===== src/rtl/turbo_encode_stream.sv =====
// Block turbo encoder: buffers N bits, then streams N data symbols plus TAIL_BITS
// termination symbols from two 4-state RSC encoders. Define TURBO_ENC_PUNCTURE_EN for rate 1/2.
module turbo_encode_stream #(
  parameter int N         = 10,
  parameter int P         = 3,
  parameter int TAIL_BITS = 2
) (
  input  logic clk,
  input  logic reset,
  input  logic in_valid,
  output logic in_ready,
  input  logic in_bit,
  output logic out_valid,
  input  logic out_ready,
  output logic out_sys,
  output logic out_p1,
  output logic out_sys2,
  output logic out_p2,
  output logic out_p1_en,
  output logic out_p2_en,
  output logic out_last
);

  localparam int IW = (N > 1) ? $clog2(N) : 1;
  localparam int CW = $clog2(N + TAIL_BITS);
  localparam logic [CW-1:0] LAST_LOAD = CW'(N - 1);
  localparam logic [CW-1:0] LAST_SYM  = CW'(N + TAIL_BITS - 1);
  localparam logic [IW:0]   N_EXT     = (IW + 1)'(N);
  localparam logic [IW:0]   P_EXT     = (IW + 1)'(P);
`ifdef TURBO_ENC_PUNCTURE_EN
  localparam logic PUNCT = 1'b1;
`else
  localparam logic PUNCT = 1'b0;
`endif

  typedef enum logic [1:0] {LOAD = 2'd0, DATA = 2'd1, TAIL = 2'd2} state_t;

  // One RSC step (feedback 7, feedforward 5): returns {parity, next s1, next s0}.
  function automatic logic [2:0] rsc_step(input logic u, input logic [1:0] s);
    logic a;
    a = u ^ s[1] ^ s[0];
    return {a ^ s[0], a, s[1]};
  endfunction

  state_t        state, state_next;
  logic [CW-1:0] cnt, cnt_next, cnt_inc;
  logic [IW-1:0] pi_idx, pi_next;
  logic [IW:0]   pi_sum, pi_adv;
  logic [N-1:0]  x_buf, x_next;
  logic [1:0]    s1, s1_next, s2, s2_next, base1, base2;
  logic [2:0]    step1, step2;
  logic          u1, u2, emit, clear_out, last_next, p1_en_next, p2_en_next;

  // Next-state, datapath and next-output computation.
  always_comb begin
    state_next = state;
    cnt_next   = cnt;
    pi_next    = pi_idx;
    x_next     = x_buf;
    s1_next    = s1;
    s2_next    = s2;
    u1         = 1'b0;
    u2         = 1'b0;
    base1      = s1;
    base2      = s2;
    emit       = 1'b0;
    clear_out  = 1'b0;
    last_next  = 1'b0;
    p1_en_next = 1'b1;
    p2_en_next = 1'b1;
    step1      = 3'b000;
    step2      = 3'b000;
    cnt_inc    = cnt + CW'(1);
    pi_sum     = {1'b0, pi_idx} + P_EXT;
    pi_adv     = (pi_sum >= N_EXT) ? (pi_sum - N_EXT) : pi_sum;

    case (state)
      LOAD: begin
        if (in_valid && in_ready) begin
          x_next[cnt[IW-1:0]] = in_bit;
          if (cnt == LAST_LOAD) begin
            // Symbol 0: both encoders start from 00 and pi(0) = 0.
            state_next = DATA;
            cnt_next   = '0;
            pi_next    = '0;
            u1         = x_buf[0];
            u2         = x_buf[0];
            base1      = 2'b00;
            base2      = 2'b00;
            emit       = 1'b1;
            p2_en_next = ~PUNCT;
          end else begin
            cnt_next = cnt_inc;
          end
        end else begin
          state_next = LOAD;
        end
      end
      DATA, TAIL: begin
        if (out_ready) begin
          if (cnt == LAST_SYM) begin
            state_next = LOAD;
            cnt_next   = '0;
            pi_next    = '0;
            s1_next    = 2'b00;
            s2_next    = 2'b00;
            clear_out  = 1'b1;
          end else begin
            cnt_next = cnt_inc;
            emit     = 1'b1;
            if (cnt_inc <= LAST_LOAD) begin
              state_next = DATA;
              pi_next    = pi_adv[IW-1:0];
              u1         = x_buf[cnt_inc[IW-1:0]];
              u2         = x_buf[pi_adv[IW-1:0]];
              p1_en_next = PUNCT ? ~cnt_inc[0] : 1'b1;
              p2_en_next = PUNCT ? cnt_inc[0] : 1'b1;
            end else begin
              // Termination input cancels the feedback so a = 0.
              state_next = TAIL;
              u1         = s1[1] ^ s1[0];
              u2         = s2[1] ^ s2[0];
              last_next  = (cnt_inc == LAST_SYM);
            end
          end
        end else begin
          state_next = state;
        end
      end
      default: begin
        state_next = LOAD;
        cnt_next   = '0;
        pi_next    = '0;
        s1_next    = 2'b00;
        s2_next    = 2'b00;
        clear_out  = 1'b1;
      end
    endcase

    if (emit) begin
      step1   = rsc_step(u1, base1);
      step2   = rsc_step(u2, base2);
      s1_next = step1[1:0];
      s2_next = step2[1:0];
    end else begin
      step1 = 3'b000;
      step2 = 3'b000;
    end
  end

  // State, buffer, encoder and registered output updates.
  always_ff @(posedge clk or posedge reset) begin
    if (reset) begin
      state     <= LOAD;
      cnt       <= '0;
      pi_idx    <= '0;
      x_buf     <= '0;
      s1        <= 2'b00;
      s2        <= 2'b00;
      in_ready  <= 1'b1;
      out_valid <= 1'b0;
      out_sys   <= 1'b0;
      out_p1    <= 1'b0;
      out_sys2  <= 1'b0;
      out_p2    <= 1'b0;
      out_p1_en <= 1'b0;
      out_p2_en <= 1'b0;
      out_last  <= 1'b0;
    end else begin
      state    <= state_next;
      cnt      <= cnt_next;
      pi_idx   <= pi_next;
      x_buf    <= x_next;
      s1       <= s1_next;
      s2       <= s2_next;
      in_ready <= (state_next == LOAD);
      if (emit) begin
        out_valid <= 1'b1;
        out_sys   <= u1;
        out_p1    <= step1[2];
        out_sys2  <= u2;
        out_p2    <= step2[2];
        out_p1_en <= p1_en_next;
        out_p2_en <= p2_en_next;
        out_last  <= last_next;
      end else if (clear_out) begin
        out_valid <= 1'b0;
        out_sys   <= 1'b0;
        out_p1    <= 1'b0;
        out_sys2  <= 1'b0;
        out_p2    <= 1'b0;
        out_p1_en <= 1'b0;
        out_p2_en <= 1'b0;
        out_last  <= 1'b0;
      end else begin
        out_valid <= out_valid;
      end
    end
  end

endmodule


===== config.mk =====
export PLATFORM = sky130hd
export DESIGN_NAME = turbo_encode_stream
export DESIGN_NICKNAME = d
export VERILOG_FILES = /design/src/rtl/turbo_encode_stream.sv
export SDC_FILE = /design/constraint.sdc
export NUM_CORES = 1
export LEC_CHECK = 0
export CORE_MARGIN = 2
export CORE_UTILIZATION = 50
export CTS_CLUSTER_SIZE = 25
export DETAILED_ROUTE_END_ITERATION = 10
export MAX_ROUTING_LAYER = met4
export PLACE_DENSITY = 0.71
export SLEW_MARGIN = 30
export SYNTH_ARGS = -nofsm -noshare
export SYNTH_HDL_FRONTEND = slang
export SYNTH_SLANG_ARGS = --single-unit

===== constraint.sdc =====
create_clock -name clk -period 9.47 [get_ports clk]
set_clock_uncertainty 0.05 [all_clocks]
set_input_delay 1.894 -clock clk [delete_from_list [all_inputs] [get_ports clk]]
set_output_delay 1.894 -clock clk [all_outputs]
set_load 0.05 [all_outputs]

Word-level counts from Yosys, hierarchy flattened. Index checks and enable logic that the tools add are counted.

Logic and storage cells: 117. Register bits after elaboration: 31. Bits of input ports: 5. Output and inout port bits: 9.

Bitwise logic cells: 8. Order comparisons: 6. Add/subtract/negate cells: 3. Equality and inequality tests: 12. Multiplexer cells: 65. Reductions and logical operators: 10.

Operators by type and width (count): two-way mux 4 bit (10); two-way mux 2 bit (15); two-way mux 1 bit (28); case mux 4 bit (2 select lines) (2); < comparator 4 x 5 -> 1 bit, second input constant (3); equality test 4 bit, second input constant (3); bitwise mux 10 bit (1); inequality test 3 bit, second input constant (3); binary-select mux 1 bit (select 4 bit) (2); inequality test 2 bit, second input constant (4); case mux 1 bit (2 select lines) (4); case mux 2 bit (2 select lines) (2); bitwise XOR 1 bit (8); adder 4 x 2 -> 5 bit, second input constant (1); >= comparator 5 x 4 -> 1 bit, second input constant (1); adder 4 x 1 -> 4 bit, second input constant (1); demux 1 bit (select 4 bit) (1); >= comparator 4 x 1 -> 1 bit, second input constant (1); less-or-equal comparator 4 bit, second input constant (1); zero test 2 bit (2); AND reduction 2 bit (2); AND reduction 4 bit (1); subtractor 4 bit, second input constant (1); AND reduction 3 bit (1); other kinds (5) (6).

Longest topological paths before layout. Gate-level depths: netlist of the first run.

Word-level depth: 13. Mapped depth: 14. Mapped depth without buffers: 13.

Least setup slack after synthesis of the first run. Ideal clock, no wire load.

Path kind: register -> register. From: register pi_idx[0]. To: register s2[1]. Buffers on the path: 1. Stages on the path, launching flop included: 15. Arrival time: 3.015 ns. Required time: 9.289 ns. Setup time: 0.131 ns. Period minus slack after synthesis: 3.196 ns. Path slack: 6.274 ns. Path through: dfrtp_1 > buf_6 > inv_1 > ha_1 > xnor2_1 > inv_1 > ha_1 > or4b_1 > nand4_2 > o31ai_1 > a221o_1 > a21boi_1 > o31a_1 > mux2i_1 > o211ai_2.

Word-level cells in the longest chain between the ends: 12. Elaborated cells on any way between the ends: 13. Those cells by class: add/sub (2); order compare (1); mux (8); bitwise (2).

Ends and longest elaborated chain: from (decl) (RTL line 47) `logic [IW-1:0] pi_idx, pi_next;`; from (signal assigned) (RTL line 172) `pi_idx <= pi_next;`; adder 4 x 2 -> 5 bit (*) (RTL line 74) `pi_sum = {1'b0, pi_idx} + P_EXT;`; subtractor 4 bit or >= comparator 5 x 4 -> 1 bit (tied branches) (RTL line 75) `pi_adv = (pi_sum >= N_EXT) ? (pi_sum - N_EXT) : pi_sum;`; two-way mux 4 bit (*) (RTL line 75); binary-select mux 1 bit (select 4 bit) (*) (RTL line 115) `u2 = x_buf[pi_adv[IW-1:0]];`; two-way mux 1 bit (implied by the code) (*) (RTL line 115); two-way mux 1 bit (*) (RTL line 111) `if (cnt_inc <= LAST_LOAD) begin`; two-way mux 1 bit (*) (RTL line 101) `if (cnt == LAST_SYM) begin`; two-way mux 1 bit (*) (RTL line 100) `if (out_ready) begin`; case mux 1 bit (2 select lines) (*) (RTL line 77) `case (state)`; bitwise XOR 1 bit (*) (2 in series) (RTL line 41) `a = u ^ s[1] ^ s[0];`; two-way mux 2 bit (*) (RTL line 140) `if (emit) begin`; to (signal assigned) (RTL line 175) `s2 <= s2_next;`; to (decl) (RTL line 50) `logic [1:0] s1, s1_next, s2, s2_next, base1, base2;`.

Mark *: on every way between the ends. The rest lies on a longest branch, timed or not. The select of a mux whose other input is x is not followed. A chain may end at the register's enable or synchronous reset.

Worst setup path in the final report of the first run. Ends and elaborated chain as after synthesis.

==> results of run 1 <==
-- state kept, by name (all words and copies together), names as in the netlist, 2 cells and up --
signal  flops
cnt         4
s1          2
pi_idx      4
state       2
s2          2
x_buf      10
-- tightest hold or removal path, delay by kind of cell (launching register included) --
family,cells,cell delay (ps)
AND/OR/NAND/NOR,1,60
AO/OA/AOI/OAI,1,70
flip-flops,1,350
-- area by class of cell --
cell class / instances / area [um2]
clock inverter: 3 / 43.8
clock buffer: 5 / 68.8
sequential: 31 / 777
tap: 50 / 62.6
fill: 351 / 1680
inverter: 11 / 41.3
timing repair buffer: 14 / 138
multi-input combinational: 174 / 1250
-- cells by family after synthesis --
| logic type | share of synthesized area [%] |
|---|---|
| adders and majority gates | 6.41 |
| buffers and inverters | 5.77 |
| DFF | 36.2 |
| muxes | 10.8 |
| and+or+nand+nor | 19.9 |
| AOI/OAI and AO/OA | 17.2 |
| xor gates and xnor gates | 3.67 |
-- metrics by stage --
step                      hold slack, ps  std cells  instance area, um2  utilization (%)
final                                458        288                2380             58.6
after detailed placement             445        280                2260             55.8
after CTS                            462        288                2380             58.6
after floorplan                      414        227                2150                -
after global routing                 480        288                2380             58.6
after global placement               432        280                2260             55.8
-- Yosys cell counts, types with 2 or more instances --
cell,count,area share [%]
nand3_1,12,2.8
xnor2_1,4,1.6
nor3_1,5,1.2
nand2_1,32,5.6
a31oi_1,2,0.58
a21oi_1,3,0.70
a21o_1,2,0.70
buf_4,2,0.70
o21ai_0,13,3.0
o21ai_1,2,0.47
ha_1,11,6.4
o211ai_1,2,0.70
mux2_2,13,6.8
or2_2,2,0.58
a21boi_0,2,0.70
a211oi_1,4,1.4
nor3b_1,2,0.70
o31ai_1,4,1.4
inv_1,11,1.9
nor4_1,3,0.87
dfrtp_1,30,35
mux2i_1,4,1.9
nor2_1,10,1.7
buf_6,3,1.6
xor2_1,5,2.0
clkbuf_1,4,0.70
mux4_2,2,2.1
-- routing by layer --
| metal | track usage (%) | part of all wire [%] | vias up |
|---|---|---|---|
| met5 | - | 0 | - |
| met4 | 8.50 | 2.7 | 0 |
| met3 | 3.92 | 3.5 | 10 |
| met2 | 31.3 | 47 | 41 |
| met1 | 28.3 | 46 | 806 |
| li1 | - | - | 846 |
-- placed cells by master, fill, tap and decap left out, types with 5 or more instances in the layout --
cell and n:
clkbuf_8 5, clkdlybuf4s50_1 13, dfrtp_1 30, ha_1 11, inv_1 11, mux2_2 13
nand2_1 32, nand3_1 12, nor2_1 10, nor3_1 5, o21ai_0 13, xor2_1 5
-- how the worst max path moves through the flow --
stage / cells past startpoint / start / slack, ps / endpoint
floorplan: 14 / pi_idx[0] / 6270 / s2[1]
global placement: 7 / in_valid / 5690 / s2[1]
detailed placement: 7 / in_valid / 5610 / s2[1]
CTS: 13 / pi_idx[0] / 5740 / s2[1]
global route: 13 / pi_idx[0] / 5420 / s2[1]
finish: 13 / pi_idx[0] / 5720 / s2[1]
-- power groups by stage --
stage	clock network [uW]	registers, uW	logic [uW]
3_5_place_dp	0	242	449
5_1_grt	139	249	507
3_3_place_gp	0	241	447
6_report	131	240	454
2_1_floorplan	0	240	358
4_1_cts	134	240	455
==> results.sh, run 1 <==
export IMPL_cts_tree="built"
export IMPL_maxCapViolCount=0
export IMPL_first_global_vias=1638
export IMPL_vias=1703
export IMPL_hold_start="out_p1"
export IMPL_io_buffers=13
export IMPL_yosysSeqAreaShare_pct=36.2
export IMPL_drive_above_1_share_pct=14.7
export IMPL_switching_share_pct=44.3
export IMPL_p_seq_share_pct=29.1
export IMPL_die_h_um=69.5
export IMPL_drc=0
export IMPL_relSlewSlack_pct=62.4
export IMPL_r2r_slack_ps=5720
export IMPL_dp_slack_ps=5610
export IMPL_intPower_uw=461
export IMPL_whs_path_depth=2
export IMPL_n_antenna_cell=0
export IMPL_worst_pin_slew_ps=560
export IMPL_worst_path_max_fanout=14
export IMPL_synthArstFlopShare_pct=100
export IMPL_num_io_pins=14
export IMPL_p_switching_uw=366
export IMPL_dieArea_um2=4830
export IMPL_post_cts_setup_buffer_count=0
export IMPL_avgSynthCellArea_um2=9.46
export IMPL_wl_per_cell_um=15.4
export IMPL_hold_violations=0
export IMPL_insertion_delay_ps=290
export IMPL_setup_tns_ps=0
export IMPL_period_needed_ps=3750
export IMPL_slew_violations=0
export IMPL_cts_max_path_buffers=2
export IMPL_htreeDepth=2
export IMPL_r2r_end="s2[1]"
export IMPL_drt_iter0_drc=134
export IMPL_powerDensity_nw_per_um2=348
export IMPL_holdPathEnd="out_p1"
export IMPL_setup_violations=0
export IMPL_arrival_ps=3870
export IMPL_grt_usage_pct=21.0
export IMPL_start_kind="register"
export IMPL_synthFlopType="dfrtp_1"
export IMPL_cp_data_required_time_ps=9590
export IMPL_hold_buffers=0
export IMPL_p_clk_share_pct=15.9
export IMPL_reg2reg_from="pi_idx[0]"
export IMPL_cp_slowest_cell="dfrtp_1"
export IMPL_post_dp_hpwl_um=3240
export IMPL_overflow=0
export IMPL_p_leak_uw=0.00103
export IMPL_crit_family="compound AO/OA/AOI/OAI gates"
export IMPL_area_delta_synth_final_pct=10.7
export IMPL_critPathKind="register to register"
export IMPL_total_power_uw=826
export IMPL_viasPerCell=5.91
export IMPL_peakVddDrop_mv=0.205
export IMPL_yosys_warnings=0
export IMPL_clkSinkCount=31
export IMPL_outcome="complete, no violations"
export IMPL_min_period_over_period_pct=39.6
export IMPL_synth_edf_count=0
export IMPL_rsz0062_at_grt="false"
export IMPL_crit_buf_inv=2
export IMPL_postRouteAntennaNets=0
export IMPL_cts_buffers=5
export IMPL_endpoint_kind="register"
export IMPL_crit_chain="inv_1, ha_1, xnor2_1, inv_1, ha_1, or4b_1, nand4_2, o31ai_1, a221o_1, a21boi_1, o31a_1, mux2i_1, o211ai_2"
export IMPL_die_x_um=69.5
export IMPL_syn_inst=227
export IMPL_nets=253
export IMPL_min_path_type="register to register"
export IMPL_worstRegToRegCells=13
export IMPL_clock_fmax_mhz=267
export IMPL_cts_repair_resized=0
export IMPL_antenna_found_initial=0
export IMPL_rows=23
export IMPL_drt_total_wl_um=4440
export IMPL_drt_pass1_iter_count=4
export IMPL_grt_pass1_wl_um=7870
export IMPL_grt_start_max_net_pins=32
export IMPL_gp_congestion=0.905
export IMPL_clk_pin_slew_ps=70
export IMPL_max_stage_delay_ps=660
export IMPL_synth_cell_type_count=65
export IMPL_fin_ws_ps=5720
export IMPL_synth_net_count=243
export IMPL_cts_root_buf="clkbuf_8"
export IMPL_start_util_pct=52.9
export IMPL_netlist_area_um2=2150
export IMPL_core_area_um2=4060
export IMPL_comb_power_share_pct=55.0
export IMPL_ys_ff_latch=31
Power figures use the tool's default switching activity.
==> run 2: changes to the inputs <==
clock period = 3.75 ns   (was 9.47 ns; I/O delays follow)
==> run 2 against run 1 <==
  * Worst hold slack is essentially flat
  * Core utilization is essentially flat
  * Critical path depth is the same
  * Via count shrank 1.3%
  * Maximum frequency grew 11%
  * Wire length is essentially flat
==> results.sh, run 2 (synthesis gave the netlist of run 1 again) <==
export IMPL_outcome="complete, no violations"
export IMPL_min_period_over_period_pct=90.1
export IMPL_worst_pin_slew_ps=608
export IMPL_die_x_um=69.5
export IMPL_start_kind="register"
export IMPL_setup_tns_ps=0
export IMPL_grt_start_max_net_pins=32
export IMPL_n_antenna_cell=0
export IMPL_cts_repair_resized=0
export IMPL_num_io_pins=14
export IMPL_antenna_found_initial=0
export IMPL_endpoint_kind="register"
export IMPL_vias=1681
export IMPL_largestRegisters="x_buf (10), cnt (4), pi_idx (4)"
export IMPL_total_power_uw=2060
export IMPL_p_leak_uw=0.00103
export IMPL_drive_above_1_share_pct=15.1
export IMPL_seq_area_um2=777
export IMPL_min_path_type="register to register"
export IMPL_cp_slowest_cell="or4b_1"
export IMPL_arrival_ps=3500
export IMPL_max_stage_delay_ps=510
export IMPL_post_dp_hpwl_um=3270
export IMPL_wl_met2_um=1990
export IMPL_stdcell_count=289
export IMPL_final_cell_mix="nand2_1 (32), dfrtp_1 (30), mux2_2 (13), o21ai_0 (13), clkdlybuf4s50_1 (13)"
export IMPL_cp_data_required_time_ps=3870
export IMPL_largest_reg_flops=10
export IMPL_overflow=0
export IMPL_met1_length_um=2250
export IMPL_largest_register="x_buf"
export IMPL_dp_cells=281
export IMPL_peakVddDrop_mv=0.515
export IMPL_viasPerCell=5.82
export IMPL_multi_input_area_um2=1250
export IMPL_hold_violations=0
export IMPL_cts_root_buf="clkbuf_8"
export IMPL_drt_total_wl_um=4450
export IMPL_first_global_vias=1550
export IMPL_grt_usage_pct=20.1
export IMPL_clock_fmax_mhz=296
export IMPL_cts_tree="built"
export IMPL_drt_pass1_iter_count=4
export IMPL_worst_path_max_fanout=8
export IMPL_period_needed_ps=3380
export IMPL_cts_buffers=5
export IMPL_crit_chain="inv_1, ha_1, xnor2_1, inv_1, ha_1, or4b_1, nand4_2, o31ai_1, a221o_1, a21boi_1, o31a_1, mux2i_1, o211ai_2"
export IMPL_maxCapViolCount=0
export IMPL_met3_length_um=148
export IMPL_filler_cell_count=361
export IMPL_rows=23
export IMPL_hold_buffers=0
export IMPL_slew_violations=0
export IMPL_drc=0
export IMPL_nets=254
export IMPL_post_cts_setup_buffer_count=0
export IMPL_htreeDepth=2
export IMPL_core_area_um2=4060
export IMPL_gp_congestion=0.868
export IMPL_io_buffers=13
export IMPL_powerDensity_nw_per_um2=867
export IMPL_start_util_pct=52.9
export IMPL_wl_per_cell_um=15.4
export IMPL_rsz0062_at_grt="false"
export IMPL_drt_iter0_drc=79
export IMPL_relSlewSlack_pct=59.0
export IMPL_insertion_delay_ps=290
export IMPL_clkSinkCount=31
export IMPL_clk_pin_slew_ps=70
export IMPL_area_delta_synth_final_pct=10.7
export IMPL_setup_violations=0
export IMPL_dieArea_um2=4830
export IMPL_die_h_um=69.5
export IMPL_final_common_cell="nand2_1"
export IMPL_critPathKind="register to register"
export IMPL_grt_pass1_wl_um=7540
export IMPL_timing_hold_ws_ps=458
export IMPL_top_layer_used="met4"
export IMPL_postRouteAntennaNets=0
export IMPL_cts_max_path_buffers=2
## run 2: layout make-up
| class | count | share of cell area [%] |
|---|---|---|
| clock buffer | 7 | 4.05 |
| timing repair buffer | 15 | 6.11 |
| clock inverter | 1 | 0.316 |
| sequential | 31 | 32.7 |
| tap | 50 | 2.63 |
| inverter | 11 | 1.74 |
| multi-input combinational | 174 | 52.4 |
## run 2: report_power, final
part	leakage [uW]	switching, uW	internal (uW)	total [uW]
clock	0.0000505	138	167	305
combinational	0.000573	655	515	1170
sequential	0.000405	128	456	584
total	0.00103	921	1140	2060
## run 2: per-stage QoR
stage	worst slack, ps	utilization (%)	instance area (um2)
2_1_floorplan	554	-	2150
3_3_place_gp	514	56.0	2270
3_5_place_dp	375	56.0	2270
4_1_cts	368	58.6	2380
5_1_grt	94.1	58.6	2380
6_report	369	58.6	2380
## run 2: worst paths after layout
kind / start / end / slack, ps / cells past startpoint
worst max-delay path: pi_idx[1] / s2[1] / 370 / 13
worst max register to register: pi_idx[1] / s2[1] / 370 / 13
worst min register to register: out_sys / out_sys / 460 / 2
worst min-delay path: out_sys / out_sys / 460 / 2
max in group asynchronous: reset / in_ready / 2550 / 3
min in group asynchronous: reset / out_last / 780 / 3
## run 2: routing by layer
metal | global-route usage, % | up-vias
li1 | - | 846
met1 | 28.5 | 797
met2 | 29.4 | 31
met3 | 3.92 | 7
met4 | 5.88 | 0
met5 | - | -
## run 2: critical path, delay by kind of cell, from the launching register on
family | cells | cell delay, ps
AOI/OAI and AO/OA | 5 | 980
xor gates and xnor gates | 1 | 260
DFF | 1 | 450
muxes | 1 | 250
buffers and inverters | 2 | 140
and+or+nand+nor | 2 | 610
adders and majority gates | 2 | 530
